File: config.mk
export PLATFORM = sky130hd
export DESIGN_NAME = uart_tx_frame
export DESIGN_NICKNAME = d
export VERILOG_FILES = /design/src/rtl/uart_tx_frame.sv
export SDC_FILE = /design/constraint.sdc
export NUM_CORES = 1
export LEC_CHECK = 0
export CORE_UTILIZATION = 45
export CTS_CLUSTER_DIAMETER = 50
export DETAILED_ROUTE_END_ITERATION = 16
export PLACE_DENSITY = 0.69
export SLEW_MARGIN = 40
export SYNTH_ARGS = -nofsm -noshare
export SYNTH_HDL_FRONTEND = slang
export SYNTH_SLANG_ARGS = --single-unit
export TNS_END_PERCENT = 10
File: constraint.sdc
create_clock -name clk -period 4.1 [get_ports clk]
set_input_delay 0.615 -clock clk [delete_from_list [all_inputs] [get_ports clk]]
set_output_delay 0.615 -clock clk [all_outputs]
set_load 0.03 [all_outputs]
File: src/rtl/uart_tx_frame.sv
// UART transmitter: valid/ready word capture, internal baud timing, start/data(LSB first)/[parity]/stop framing.
// Define UART_TX_PARITY_EN to insert a parity bit (PARITY_ODD selects the sense); undefined means no parity.
module uart_tx_frame #(
    parameter int DATA_BITS    = 8,
    parameter int CLKS_PER_BIT = 16,
    parameter int STOP_BITS    = 1,
    parameter int PARITY_ODD   = 0
) (
    input  logic                 clk,
    input  logic                 rst,
    input  logic [DATA_BITS-1:0] tx_data,
    input  logic                 tx_valid,
    output logic                 tx_ready,
    output logic                 serial_out,
    output logic                 busy,
    output logic                 tx_done
);

    localparam int BAUD_W = $clog2(CLKS_PER_BIT);
    localparam int BIT_W  = $clog2(DATA_BITS + 1);

    if (DATA_BITS < 5 || DATA_BITS > 9) begin : g_bad_data_bits
        $error("uart_tx_frame: DATA_BITS must be 5..9");
    end
    if (CLKS_PER_BIT < 2) begin : g_bad_clks_per_bit
        $error("uart_tx_frame: CLKS_PER_BIT must be >= 2");
    end
    if (STOP_BITS < 1 || STOP_BITS > 2) begin : g_bad_stop_bits
        $error("uart_tx_frame: STOP_BITS must be 1 or 2");
    end
    if (PARITY_ODD < 0 || PARITY_ODD > 1) begin : g_bad_parity_odd
        $error("uart_tx_frame: PARITY_ODD must be 0 or 1");
    end

`ifdef UART_TX_PARITY_EN
    typedef enum logic [2:0] {S_IDLE, S_START, S_DATA, S_PARITY, S_STOP} state_t;
`else
    typedef enum logic [2:0] {S_IDLE, S_START, S_DATA, S_STOP} state_t;
`endif

    state_t               state_q, state_d;
    logic [BAUD_W-1:0]    baud_q, baud_d;
    logic [BIT_W-1:0]     bit_q, bit_d;
    logic [DATA_BITS-1:0] shift_q, shift_d;
    logic                 serial_q, serial_d;
    logic                 ready_q, ready_d;
    logic                 busy_q, busy_d;
    logic                 done_q, done_d;
    logic                 baud_wrap;
`ifdef UART_TX_PARITY_EN
    logic                 parity_q, parity_d;
`endif

    assign baud_wrap = (baud_q == BAUD_W'(CLKS_PER_BIT - 1));

    always_comb begin
        state_d  = state_q;
        baud_d   = baud_wrap ? '0 : baud_q + 1'b1;
        bit_d    = bit_q;
        shift_d  = shift_q;
        serial_d = serial_q;
        ready_d  = ready_q;
        busy_d   = busy_q;
        done_d   = 1'b0;
`ifdef UART_TX_PARITY_EN
        parity_d = parity_q;
`endif
        case (state_q)
            S_IDLE: begin
                baud_d = '0;
                if (tx_valid && ready_q) begin
                    state_d  = S_START;
                    shift_d  = tx_data;
                    bit_d    = '0;
                    serial_d = 1'b0;
                    ready_d  = 1'b0;
                    busy_d   = 1'b1;
`ifdef UART_TX_PARITY_EN
                    parity_d = (^tx_data) ^ PARITY_ODD[0];
`endif
                end
            end
            S_START: begin
                if (baud_wrap) begin
                    state_d  = S_DATA;
                    serial_d = shift_q[0];
                    bit_d    = '0;
                end
            end
            S_DATA: begin
                if (baud_wrap) begin
                    if (bit_q == BIT_W'(DATA_BITS - 1)) begin
                        bit_d = '0;
`ifdef UART_TX_PARITY_EN
                        state_d  = S_PARITY;
                        serial_d = parity_q;
`else
                        state_d  = S_STOP;
                        serial_d = 1'b1;
`endif
                    end else begin
                        // serial_d mirrors the bit that becomes shift_d[0]
                        shift_d  = shift_q >> 1;
                        serial_d = shift_q[1];
                        bit_d    = bit_q + 1'b1;
                    end
                end
            end
`ifdef UART_TX_PARITY_EN
            S_PARITY: begin
                if (baud_wrap) begin
                    state_d  = S_STOP;
                    serial_d = 1'b1;
                    bit_d    = '0;
                end
            end
`endif
            S_STOP: begin
                if (baud_wrap) begin
                    if (bit_q == BIT_W'(STOP_BITS - 1)) begin
                        state_d  = S_IDLE;
                        bit_d    = '0;
                        serial_d = 1'b1;
                        ready_d  = 1'b1;
                        busy_d   = 1'b0;
                        done_d   = 1'b1;
                    end else begin
                        bit_d = bit_q + 1'b1;
                    end
                end
            end
            default: begin
                state_d  = S_IDLE;
                baud_d   = '0;
                bit_d    = '0;
                serial_d = 1'b1;
                ready_d  = 1'b1;
                busy_d   = 1'b0;
            end
        endcase
    end

    always_ff @(posedge clk or posedge rst) begin
        if (rst) begin
            state_q  <= S_IDLE;
            baud_q   <= '0;
            bit_q    <= '0;
            serial_q <= 1'b1;
            ready_q  <= 1'b1;
            busy_q   <= 1'b0;
            done_q   <= 1'b0;
        end else begin
            state_q  <= state_d;
            baud_q   <= baud_d;
            bit_q    <= bit_d;
            serial_q <= serial_d;
            ready_q  <= ready_d;
            busy_q   <= busy_d;
            done_q   <= done_d;
        end
    end

    // Payload registers carry no reset; they are only consumed after a fresh capture.
    always_ff @(posedge clk) begin
        shift_q  <= shift_d;
`ifdef UART_TX_PARITY_EN
        parity_q <= parity_d;
`endif
    end

    assign tx_ready   = ready_q;
    assign busy       = busy_q;
    assign serial_out = serial_q;
    assign tx_done    = done_q;

endmodule

# --- Word-level counts from Yosys, hierarchy flattened ---
# Cells that the tools add are included.
# W data, S select, Z words.
word_totals:
  n_memories: 0
  mem_bits_rw: 0
  reg_bits: 23
  elab_cells: 69
  output_inout_bits: 4
  mem_bits_ro: 0
  latchBits: 0
  inputBits: 11
classes:
  order_cmp: 0
  n_bitwise: 1
  multipliers: 0
  n_eq_ne: 12
  n_shift: 0
  add_sub_neg: 2
  n_reduce_logical: 11
  div: 0
  n_mux: 35
ops:
  columns: ["cell", "n"]
  rows:
  - ["$mux W4", 8]
  - ["$mux W8", 3]
  - ["$mux W3", 6]
  - ["$pmux W4 S4", 1]
  - ["$pmux W8 S2", 1]
  - ["$ne A2 B2 Y1 const B", 7]
  - ["$mux W1", 12]
  - ["$pmux W3 S4", 1]
  - ["$reduce_and A4 Y1", 3]
  - ["$add A4 B1 Y4 const B", 2]
  - ["$eq A3 B2 Y1 const B", 2]
  - ["$pmux W1 S3", 2]
  - ["$reduce_and A6 Y1", 1]
  - ["$reduce_and A5 Y1", 1]
  - ["$eq A4 B3 Y1 const B", 1]
  - ["$eq A4 B4 Y1 const B", 1]
  - ["$logic_not A4 Y1", 1]
  - ["$pmux W1 S4", 1]
  - ["$eq A3 B1 Y1 const B", 1]
  - ["$logic_not A3 Y1", 1]
  - ["$reduce_or A3 Y1", 1]
  - ["$reduce_bool A2 Y1", 1]
  - ["$reduce_or A2 Y1", 1]
  - ["$logic_and A1 B1 Y1", 1]
  - ["$not A1 Y1", 1]

# --- Depth between registers and ports, before layout ---
depth:
  ltp_word: 4
  mapped_depth: 6
  depth_no_buf: 6

# --- Worst setup path after synthesis ---
# OpenSTA, ideal clock, no wires.
synth_timing:
  kind: "reg2reg"
  start: "register state_q[0]"
  end: "register shift_q[0] (enable)"
  path_slack_ns: 2.215
  setup_ns: 0.375
  n_path_buf: 1
  t_required_ns: 3.725
  period_less_slack_ns: 1.885
  stages_incl_launch_ff: 6
  arrival_ns: 1.510
  cell_sequence: "dfrtp_1 inv_1 ha_1 buf_2 nand3_1 a21oi_1"
synth_via:
  elab_chain_len: 3
  elab_cells_between_ends: 7
  classes_between: "4 x eq/ne; 3 x reduce/logical"
synth_rtl:
  columns: ["element", "line_no", "source"]
  rows:
  - ["start, declared", "41", "state_t state_q, state_d;"]
  - ["start signal, assigned", "153", "state_q <= state_d;"]
  - ["$eq A3 B2 Y1 / $logic_not A3 Y1 (equally long branches)", "68", "case (state_q)"]
  - ["$ne A2 B2 Y1 (no source line) / $reduce_bool A2 Y1 (equally long branches)", null, null]
  - ["$reduce_and A4 Y1 (no source line) *", null, null]
  - ["end signal, assigned", "165", "shift_q <= shift_d;"]
  - ["end, declared", "44", "logic [DATA_BITS-1:0] shift_q, shift_d;"]
# Mark *: on every way between the ends. The rest lies on a longest branch, timed or not.
# A chain may end at the register's enable or synchronous reset.

# --- Worst setup path after layout ---
# Same ends and word-level chain as after synthesis.

==> results.py <==
metrics = {
    "outcome": {
        "status": "finished, final reports clean",
    },
    "power": {
        "finalPower_mw": 0.348,
        "p_per_area_nw_per_um2": 254,
        "vdd.ir_drop.worst_uv": 173,
        "power.leakage_nw": 0.540,
    },
    "yosys": {
        "synth-edff-count": 8,
        "synth-main-ff-cell": "dfrtp_1",
        "synth_xor_area_frac": 0.00742,
        "synthSimpleGateAreaFrac": 0.154,
        "synth-seq-cells": 22,
        "syn_area_um2": 1180,
        "synth_area_leaders": "dfrtp_1, edfxtp_1, ha_1",
        "yosysTopAreaCell": "dfrtp_1",
        "synthMuxAreaShare": 0.0891,
        "synth_top_family_by_area": "simple AND/OR/NAND/NOR gates",
        "synth_cells": 98,
        "synth.top_cell.area_share": 0.255,
        "syn_nets": 117,
        "ys_async_sr_fraction": 0.636,
        "synth-compound-area-share": 0.126,
        "synth_cell_type_count": 38,
        "seq_area_frac_synth": 0.503,
        "synthAdderAreaFrac": 0.0848,
        "yosys_warnings": 0,
        "syn_avg_cell_area_um2": 12.0,
    },
    "place": {
        "dp_hpwl_um": 1490,
        "finalWeightedCongestion": 0.798,
        "portBuffers": 14,
    },
    "sta": {
        "fin_crit_ps": 2210,
        "fmax_mhz": 453,
        "finalMaxSlewViolations": 0,
        "setup_violations": 0,
        "tns_ps": 0,
        "slew-limit-headroom": 0.504,
        "skew_ps": 3.55,
        "hold_viol_final": 0,
        "rsz0062_at_grt": "no",
        "period_share": 0.538,
        "worst_pin_slew_ps": 743,
    },
    "worst_setup_path": {
        "worstPathRequired_ps": 4060,
        "critical_path_class": "reg2reg",
        "crit_path_max_fanout": 14,
        "crit_arrival_ps": 2170,
        "worstSetupStartpointType": "register",
        "endpoint_kind": "register",
    },
    "layout": {
        "antenna_cells": 0,
        "nNetsFinal": 134,
        "mostFrequentLayoutCell": "clkdlybuf4s50_1",
        "syn2layout_area_growth_pct": 15.9,
        "multi_input_area_um2": 544,
        "layout-drive-gt1-share": 0.158,
        "n_fill_cell": 231,
        "layout_common_cells": "clkdlybuf4s50_1, dfrtp_1, ha_1, edfxtp_1",
        "ff_latch_area_um2": 593,
    },
    "drt": {
        "drt_iter0_drc": 12,
        "avgViaCountPerCell": 5.53,
        "ant_nets": 0,
        "drt_pass1_iterations": 4,
        "vias": 796,
        "wire_per_inst_um": 14.0,
        "drt_wl_total_um": 2020,
        "drc": 0,
    },
    "clock_tree": {
        "cts_resized": 0,
        "clkSlewWorstSetupHoldPaths_ps": 120,
        "h-tree-depth": 1,
        "clk_latency_ps": 310,
        "cts_hold_buf": 0,
        "clockBufferDepth": 2,
        "cts_tree": "done",
        "cts-root-buf": "clkbuf_4",
        "clock-sinks": 22,
        "postCtsSetupRepairBufs": 0,
        "numCtsBuffers": 3,
    },
    "job": {
        "drv_cap": 0,
    },
    "grt": {
        "grt_use_total": 0.177,
        "grt_max_degree": 15,
        "grt_pass1_wl_um": 3550,
        "first_global_vias": 823,
        "antenna_found_initial": 0,
        "gr-total-overflow": 0,
    },
    "floorplanning": {
        "num_rows": 18,
        "die-area_um2": 2830,
        "dieHeight_um": 53.2,
        "core_area_um2": 2480,
        "die_w_um": 53.2,
        "start_util": 0.476,
        "io_pins": 15,
    },
    "worst_hold_path": {
        "hp-class": "reg2reg",
    },
}
-- metrics by stage --
| stage | cell area (um^2) | instances | hold WS (ps) | worst slack, ps | utilization |
|---|---|---|---|---|---|
| 2_1_floorplan | 1180 | 98 | 459 | 2210 | - |
| 3_3_place_gp | 1340 | 140 | 483 | 1950 | 0.541 |
| 3_5_place_dp | 1340 | 140 | 492 | 1880 | 0.541 |
| 4_1_cts | 1370 | 144 | 511 | 1810 | 0.552 |
| 5_1_grt | 1370 | 144 | 530 | 1650 | 0.552 |
| 6_report | 1370 | 144 | 507 | 1890 | 0.552 |
-- cells by family (layout without fill, tap and decap cells) --
group	Yosys count	count (layout)
AO/OA/AOI/OAI	20	20
adder cells (fa/ha/maj)	8	8
XOR/XNOR	1	1
AND/OR/NAND/NOR	29	29
multiplexers	9	9
flip-flops	22	22
buffers and inverters	9	25
-- synth_stat cells, types with 2 or more instances --
library cell / n
dfrtp_1: 12
edfxtp_1: 8
ha_1: 8
inv_1: 7
mux2_2: 7
nor2_1: 5
a21oi_1: 4
nand2_1: 3
nand2b_1: 3
nor2b_1: 3
o21ai_0: 3
o21ai_1: 3
and3_1: 2
dfstp_2: 2
nand3_1: 2
nand3b_1: 2
nor3_1: 2
o31ai_1: 2
-- path summary, 6_finish.rpt --
check	from	endpoint	slack, ps	cells after the start
setup / recovery	state_q[0]	shift_q[0]	1890	4
hold / removal	serial_out	serial_out	510	2
setup reg to reg	state_q[0]	shift_q[0]	1890	4
hold reg to reg	serial_out	serial_out	510	2
max in group asynchronous	rst	serial_out	3100	2
min in group asynchronous	rst	baud_q[3]	630	2
-- worst max-delay path, stage by stage (launching register included) --
cell and delay [ps]:
dfrtp_1 430, inv_1 120, ha_1 520, nand3_1 140, a21oi_1 640
-- power breakdown --
part	internal (mW)	leakage [nW]	switching [mW]
Sequential	0.228	0.260	0
Clock	0.0357	0.0154	0.0678
Combinational	0.0111	0.265	0.00507
-- final cells by class --
| class | instances | share of cell area |
|---|---|---|
| timing repair buffer | 14 | 0.102 |
| multi-input combinational | 67 | 0.398 |
| tap | 30 | 0.0274 |
| inverter | 7 | 0.0192 |
| clock buffer | 3 | 0.0165 |
| sequential | 22 | 0.434 |
| clock inverter | 1 | 0.00274 |
-- state kept, by name, indices dropped and copies added (netlist names) --
name / flops
serial_out: 1
tx_ready: 1
baud_q: 4
bit_q: 4
shift_q: 8
tx_done: 1
busy: 1
state_q: 2
-- routing by layer --
| layer | global-route usage | vias to the layer above | routed length [um] |
|---|---|---|---|
| li1 | - | 386 | - |
| met1 | 0.229 | 390 | 948 |
| met2 | 0.275 | 16 | 974 |
| met3 | 0.0259 | 4 | 59 |
| met4 | 0.105 | 0 | 37 |
| met5 | 0 | - | 0 |
(Power assumes the default switching activity.)
